`src/rtl/lag_measure_sequencer_pkg.sv`:
```
// -----------------------------------------------------------------------------
// lag_measure_sequencer_pkg
// Shared definitions for the latency-measurement sequencer: the sequencer
// state encoding and the default timing constants for a 27 MHz clock.
// -----------------------------------------------------------------------------
package lag_measure_sequencer_pkg;

  typedef enum logic [1:0] {
    ST_IDLE    = 2'd0,
    ST_ARMED   = 2'd1,
    ST_MEASURE = 2'd2
  } seq_state_t;

  // 27 clock cycles per tick = 1 us at 27 MHz.
  localparam int DEFAULT_TICK_DIVIDER  = 27;
  localparam int DEFAULT_COUNT_WIDTH   = 20;
  // Half a second of ticks; must stay below 2**COUNT_WIDTH.
  localparam int DEFAULT_TIMEOUT_TICKS = 500000;
  // 16 samples per statistics window.
  localparam int DEFAULT_SAMPLE_SHIFT  = 4;

endpackage

```
`src/rtl/lag_stats_accumulator.sv`:
```
// -----------------------------------------------------------------------------
// lag_stats_accumulator
// Collects min / max / sum over a window of 2**SAMPLE_SHIFT samples and
// publishes min, max and the truncated average when the window fills.
// Published values hold until the next window completes or clear is pulsed.
//
// Ports:
//   clock, reset   system clock, asynchronous active-high reset
//   sample         tick count to accumulate
//   valid          one-cycle strobe, sample is new this cycle
//   clear          one-cycle strobe, drops the window and published values;
//                  a sample arriving with it is discarded
//   min_lag        published window minimum
//   max_lag        published window maximum
//   avg_lag        published window average (sum >> SAMPLE_SHIFT)
//   stats_valid    high once a full window has been published
// -----------------------------------------------------------------------------
module lag_stats_accumulator #(
  parameter int COUNT_WIDTH  = 20,
  parameter int SAMPLE_SHIFT = 4
) (
  input  logic                   clock,
  input  logic                   reset,
  input  logic [COUNT_WIDTH-1:0] sample,
  input  logic                   valid,
  input  logic                   clear,
  output logic [COUNT_WIDTH-1:0] min_lag,
  output logic [COUNT_WIDTH-1:0] max_lag,
  output logic [COUNT_WIDTH-1:0] avg_lag,
  output logic                   stats_valid
);

  localparam int SUM_WIDTH = COUNT_WIDTH + SAMPLE_SHIFT;
  localparam int CNT_WIDTH = SAMPLE_SHIFT + 1;
  localparam logic [CNT_WIDTH-1:0] WINDOW = CNT_WIDTH'(1) << SAMPLE_SHIFT;

  logic [SUM_WIDTH-1:0]   sum_q;
  logic [CNT_WIDTH-1:0]   count_q;
  logic [COUNT_WIDTH-1:0] min_q;
  logic [COUNT_WIDTH-1:0] max_q;

  logic [SUM_WIDTH-1:0]   sum_next;
  logic [CNT_WIDTH-1:0]   count_next;
  logic [COUNT_WIDTH-1:0] min_next;
  logic [COUNT_WIDTH-1:0] max_next;

  // The window including the current sample; used both to store and to
  // publish, so the last sample of a window is part of its statistics.
  // NOTE: every always_comb output is assigned on every path so no latch
  // is inferred.
  always_comb begin
    sum_next   = sum_q + SUM_WIDTH'(sample);
    count_next = count_q + CNT_WIDTH'(1);
    min_next   = (sample < min_q) ? sample : min_q;
    max_next   = (sample > max_q) ? sample : max_q;
  end

  // NOTE: sequential state uses non-blocking assignments so every register
  // sees the pre-edge values of the others.
  always_ff @(posedge clock or posedge reset) begin
    if (reset) begin
      sum_q       <= '0;
      count_q     <= '0;
      min_q       <= '1;
      max_q       <= '0;
      min_lag     <= '0;
      max_lag     <= '0;
      avg_lag     <= '0;
      stats_valid <= 1'b0;
    end else if (clear) begin
      sum_q       <= '0;
      count_q     <= '0;
      min_q       <= '1;
      max_q       <= '0;
      min_lag     <= '0;
      max_lag     <= '0;
      avg_lag     <= '0;
      stats_valid <= 1'b0;
    end else if (valid) begin
      if (count_next == WINDOW) begin
        min_lag     <= min_next;
        max_lag     <= max_next;
        avg_lag     <= COUNT_WIDTH'(sum_next >> SAMPLE_SHIFT);
        stats_valid <= 1'b1;
        sum_q       <= '0;
        count_q     <= '0;
        min_q       <= '1;
        max_q       <= '0;
      end else begin
        sum_q   <= sum_next;
        count_q <= count_next;
        min_q   <= min_next;
        max_q   <= max_next;
      end
    end
  end

endmodule

```
`src/rtl/lag_measure_sequencer.sv`:
```
// -----------------------------------------------------------------------------
// lag_measure_sequencer
// Measures display lag once per test-pattern flash: arms on the start
// trigger, counts fixed-period ticks until the sensor's rising edge, and
// gives up after TIMEOUT_TICKS. Valid samples feed a windowed min/max/avg.
//
// Ports:
//   clock, reset    27 MHz clock, asynchronous active-high reset
//   enable          level; low returns to IDLE and aborts silently
//   starttrigger    one-cycle flash-onset pulse (accepted only when ARMED)
//   sensor          synchronized light level, high = light
//   clear_stats     one-cycle pulse, clears the statistics window
//   counter_reset   one-cycle pulse on an accepted trigger
//   sample_valid    one-cycle pulse, sample_value was just updated
//   sample_value    last measured tick count (held)
//   sample_timeout  one-cycle pulse, measurement abandoned
//   min_lag, max_lag, avg_lag, stats_valid   published window statistics
//   busy            high while measuring
// -----------------------------------------------------------------------------
module lag_measure_sequencer
  import lag_measure_sequencer_pkg::*;
#(
  parameter int TICK_DIVIDER  = DEFAULT_TICK_DIVIDER,
  parameter int COUNT_WIDTH   = DEFAULT_COUNT_WIDTH,
  parameter int TIMEOUT_TICKS = DEFAULT_TIMEOUT_TICKS,
  parameter int SAMPLE_SHIFT  = DEFAULT_SAMPLE_SHIFT
) (
  input  logic                   clock,
  input  logic                   reset,
  input  logic                   enable,
  input  logic                   starttrigger,
  input  logic                   sensor,
  input  logic                   clear_stats,
  output logic                   counter_reset,
  output logic                   sample_valid,
  output logic [COUNT_WIDTH-1:0] sample_value,
  output logic                   sample_timeout,
  output logic [COUNT_WIDTH-1:0] min_lag,
  output logic [COUNT_WIDTH-1:0] max_lag,
  output logic [COUNT_WIDTH-1:0] avg_lag,
  output logic                   stats_valid,
  output logic                   busy
);

  localparam int DIV_WIDTH = (TICK_DIVIDER > 1) ? $clog2(TICK_DIVIDER) : 1;
  localparam logic [DIV_WIDTH-1:0]   DIV_LAST     = DIV_WIDTH'(TICK_DIVIDER - 1);
  localparam logic [COUNT_WIDTH-1:0] TIMEOUT_LAST = COUNT_WIDTH'(TIMEOUT_TICKS - 1);

  seq_state_t             state;
  logic [DIV_WIDTH-1:0]   divider;
  logic [COUNT_WIDTH-1:0] ticks;
  logic                   sensor_prev;

  logic sensor_rise;
  logic tick_wrap;
  logic capture;
  logic timed_out;

  // capture sees ticks before this edge's increment, so a rise at edge Em
  // records floor((m-1)/TICK_DIVIDER). The timeout fires on the edge that
  // would take ticks to TIMEOUT_TICKS; a coincident rise takes priority.
  always_comb begin
    sensor_rise = sensor & ~sensor_prev;
    tick_wrap   = (divider == DIV_LAST);
    capture     = enable && (state == ST_MEASURE) && sensor_rise;
    timed_out   = enable && (state == ST_MEASURE) && tick_wrap &&
                  (ticks == TIMEOUT_LAST);
  end

  always_ff @(posedge clock or posedge reset) begin
    if (reset) begin
      state          <= ST_IDLE;
      divider        <= '0;
      ticks          <= '0;
      sensor_prev    <= 1'b0;
      counter_reset  <= 1'b0;
      sample_valid   <= 1'b0;
      sample_value   <= '0;
      sample_timeout <= 1'b0;
      busy           <= 1'b0;
    end else begin
      // Tracked in every state so a sensor already high at the trigger is
      // never mistaken for an edge.
      sensor_prev    <= sensor;
      counter_reset  <= 1'b0;
      sample_valid   <= 1'b0;
      sample_timeout <= 1'b0;

      if (!enable) begin
        state <= ST_IDLE;
        busy  <= 1'b0;
      end else begin
        unique case (state)
          ST_IDLE: begin
            state <= ST_ARMED;
          end

          ST_ARMED: begin
            if (starttrigger) begin
              state         <= ST_MEASURE;
              busy          <= 1'b1;
              counter_reset <= 1'b1;
              divider       <= '0;
              ticks         <= '0;
            end
          end

          ST_MEASURE: begin
            if (tick_wrap) begin
              divider <= '0;
              ticks   <= ticks + COUNT_WIDTH'(1);
            end else begin
              divider <= divider + DIV_WIDTH'(1);
            end

            if (capture) begin
              sample_valid <= 1'b1;
              sample_value <= ticks;
              state        <= ST_ARMED;
              busy         <= 1'b0;
            end else if (timed_out) begin
              sample_timeout <= 1'b1;
              state          <= ST_ARMED;
              busy           <= 1'b0;
            end
          end

          default: begin
            state <= ST_IDLE;
            busy  <= 1'b0;
          end
        endcase
      end
    end
  end

  lag_stats_accumulator #(
    .COUNT_WIDTH (COUNT_WIDTH),
    .SAMPLE_SHIFT(SAMPLE_SHIFT)
  ) u_stats (
    .clock      (clock),
    .reset      (reset),
    .sample     (ticks),
    .valid      (capture),
    .clear      (clear_stats),
    .min_lag    (min_lag),
    .max_lag    (max_lag),
    .avg_lag    (avg_lag),
    .stats_valid(stats_valid)
  );

endmodule

```
`config.mk`:
```
export PLATFORM = sky130hd
export DESIGN_NAME = lag_measure_sequencer
export DESIGN_NICKNAME = d
export VERILOG_FILES = /design/src/rtl/lag_measure_sequencer_pkg.sv /design/src/rtl/lag_stats_accumulator.sv /design/src/rtl/lag_measure_sequencer.sv
export SDC_FILE = /design/constraint.sdc
export NUM_CORES = 1
export LEC_CHECK = 0
export ABC_AREA = 1
export ABC_CLOCK_PERIOD_IN_PS = 14400
export CORE_MARGIN = 8
export CORE_UTILIZATION = 40
export DETAILED_ROUTE_END_ITERATION = 12
export PLACE_DENSITY = 0.56
export SLEW_MARGIN = 10
export SYNTH_ARGS = -nofsm -noshare
export SYNTH_HDL_FRONTEND = slang
export SYNTH_SLANG_ARGS = --single-unit
export TNS_END_PERCENT = 5
```
`constraint.sdc`:
```
create_clock -name clock -period 14.4 [get_ports clock]
set_input_delay 1.44 -clock clock [delete_from_list [all_inputs] [get_ports clock]]
set_output_delay 1.44 -clock clock [all_outputs]
set_load 0.01 [all_outputs]
```
==> metrics.yaml <==
status: "complete, no violations"
holdBufCountCts: 0
place_congestion: 0.8951
hold_path_class: "reg2reg"
final_util: 0.4733
synthTopCellsByCount: "nand2_1, dfrtp_1, inv_1, nand3_1, nor2_1"
wirelength_um: 30470
synth_edf_count: 0
synthAdderAreaFrac: 0.07642
synth_top_area_share: 0.3833
cts_root_buffer: "clkbuf_16"
max_freq_mhz: 256.6
drive_gt1_frac: 0.07167
pre_cts_ws_ps: 9590
rsz0062_at_grt: "no"
clk_pin_slew_worst_paths_ps: 80
initial_utilization: 0.4070
worst_slew_pin_slew_ps: 1019
postRouteAntennaNets: 0
critical-path-top-cell-by-count: "nand2_4"
relSlewSlack: 0.3196
row_count: 59
io_buffer_count: 90
nets: 1536
fin_crit_ps: 3897
worstSetupEndpointType: "flip-flop"
dieArea_um2: 31900
grt_overflow_total: 0
drt_pass1_iterations: 5
grt_pass1_wl_um: 50050
regArea_um2: 4579
postCtsSetupRepairBufs: 0
cts.sinks: 182
synth-xor-area-share: 0.01159
num_io_pins: 91
drv_cap: 0
h-tree-depth: 4
grt.total_usage: 0.1996
avgSynthCellArea_um2: 7.582
slew_viol_final: 0
synth_top_family_by_area: "simple AND/OR/NAND/NOR gates"
clk_latency_ps: 450
cp_max_fo: 61
slowest_delay_ps: 610
synth_flop_cell: "dfrtp_1"
ys_types: 42
synth_top_area_cell: "dfrtp_1"
synth-seq-area-share: 0.4330
critical_path.cell_chain: "clkdlybuf4s50_1 > nand2_4 > nor2_8 > nor2_4 > buf_4 > inv_2 > nand2_4 > inv_1 > a21oi_1 > nand2_1"
period_share: 0.2706
vias_per_cell: 5.121
grt_pass1_vias: 9381
cts_made_buffers: 17
synth-seq-cells: 182
timing.critical_path.buf_inv: 4
crit_family: "buffers and inverters"
power.density_nw_per_um2: 128.0
yosys_warnings: 0
place_area_um2: 11680
vias: 9289
syn_nets: 1465
synth_async_sr_flop_share: 1.000
finalInstanceArea_um2: 12300
fin_skew_ps: 14.00
muxShareOfSynthArea: 0
drc: 0
arrival_ps: 4270
synth_area_leaders: "dfrtp_1, nand2_1, ha_1"
cp.required_ps: 14780
clockBufferDepth: 2
power_leakage_nw: 6.430
crit_slowest_cell: "nand2_4"
multi_input_area_um2: 5136
postSynthCellCount: 1395
ir_drop_v: 0.00008217
synth-compound-area-share: 0.07737
synth_area_um2: 10580
synthSimpleGateAreaFrac: 0.3198
antenna_found_initial: 0
grt_max_degree: 69
die_x_um: 178.6
hpwl_um: 22080
critPathKind: "in2reg"
post_cts_resized: 0
hold_viol: 0
drt_iter0_drc: 679
setup_ws_ps: 10500
startpoint_type: "primary input"
setup_viol: 0
yosysMostFrequentCell: "nand2_1"
wire_per_inst_um: 16.80
area_growth_pct: 16.29
cts_tree: "done"
dieHeight_um: 178.6
n_antenna_cell: 0
tns_ps: 0
fill_cells: 2617
core_area_um2: 25980
-- tightest hold or removal path: cells and delay by family (launching register included) --
| family | cells | cell delay [ps] |
|---|---|---|
| flops | 1 | 350 |
| simple gates | 2 | 100 |
-- flip-flops by register name, summed over array words and instances, names as in the netlist --
signal and cells:
busy 1, counter_reset 1, divider 5, sample_timeout 1
sample_valid 1, sample_value 20, sensor_prev 1, state 2
ticks 20, u_stats.avg_lag 20, u_stats.count_q 5, u_stats.max_lag 20
u_stats.max_q 20, u_stats.min_lag 20, u_stats.min_q 20, u_stats.stats_valid 1
u_stats.sum_q 24
-- routing by layer --
layer | share of wire | vias up | track usage
met4 | 0.027 | 0 | 0.07337
met1 | 0.45 | 4419 | 0.2584
li1 | - | 4638 | -
met3 | 0.036 | 53 | 0.02477
met5 | 0 | - | 0
met2 | 0.48 | 179 | 0.3370
-- cells in the final DEF, fill, tap and decap left out, types with 4 or more instances in the layout --
cell type and instances:
nand2_1 494, dfrtp_1 162, inv_1 147, nand3_1 131
clkdlybuf4s50_1 90, nor2_1 81, ha_1 63, o21ai_0 56
a21oi_1 56, nand4_1 33, dfstp_2 20, nor3_1 18
o21ai_2 18, clkbuf_16 17, nand3b_1 8, xnor2_1 8
buf_4 8, inv_2 7, xor2_1 6, o21ai_1 5
nor2_4 4, nand2_4 4, nand2_2 4, inv_8 4
inv_6 4
-- cells by family after synthesis --
group,Yosys count
and+or+nand+nor,788
buffers and inverters,202
DFF,182
AOI/OAI and AO/OA,145
adders and majority gates,64
xor gates and xnor gates,14
-- area by class of cell --
| cell class | count | share of cell area |
|---|---|---|
| Timing Repair Buffer | 98 | 0.07813 |
| Tap cell | 335 | 0.03408 |
| Clock inverter | 15 | 0.01506 |
| Multi-Input combinational cell | 1011 | 0.4176 |
| Clock buffer | 17 | 0.03459 |
| Inverter | 156 | 0.04822 |
| Sequential cell | 182 | 0.3723 |
-- through the flow --
stage / hold WS [ps] / instances / power, W
2_1_floorplan: 449.1 / 1395 / 0.0009633
3_3_place_gp: 462.3 / 1782 / 0.001074
3_5_place_dp: 464.8 / 1782 / 0.001085
4_1_cts: 483.3 / 1814 / 0.001586
5_1_grt: 501.7 / 1814 / 0.001684
6_report: 480.1 / 1814 / 0.001574
-- final timing paths --
path,start,cells past startpoint,endpoint,slack [ps]
worst min-delay path,busy,2,busy,480
min in group asynchronous,reset,2,divider[2],1340
worst max register to register,ticks[15],11,u_stats.max_lag[1],11060
worst max-delay path,enable,10,u_stats.min_q[14],10500
max in group asynchronous,reset,4,u_stats.max_q[1],10970
worst min register to register,busy,2,busy,480
-- power breakdown --
group	leakage [nW]	switching (W)	total (W)	internal (W)
Clock	0.295	0.000236	0.000500	0.000264
Combinational	3.69	0.000313	0.000458	0.000146
Sequential	2.44	0.0000446	0.000616	0.000571
Power figures use the tool's default switching activity.
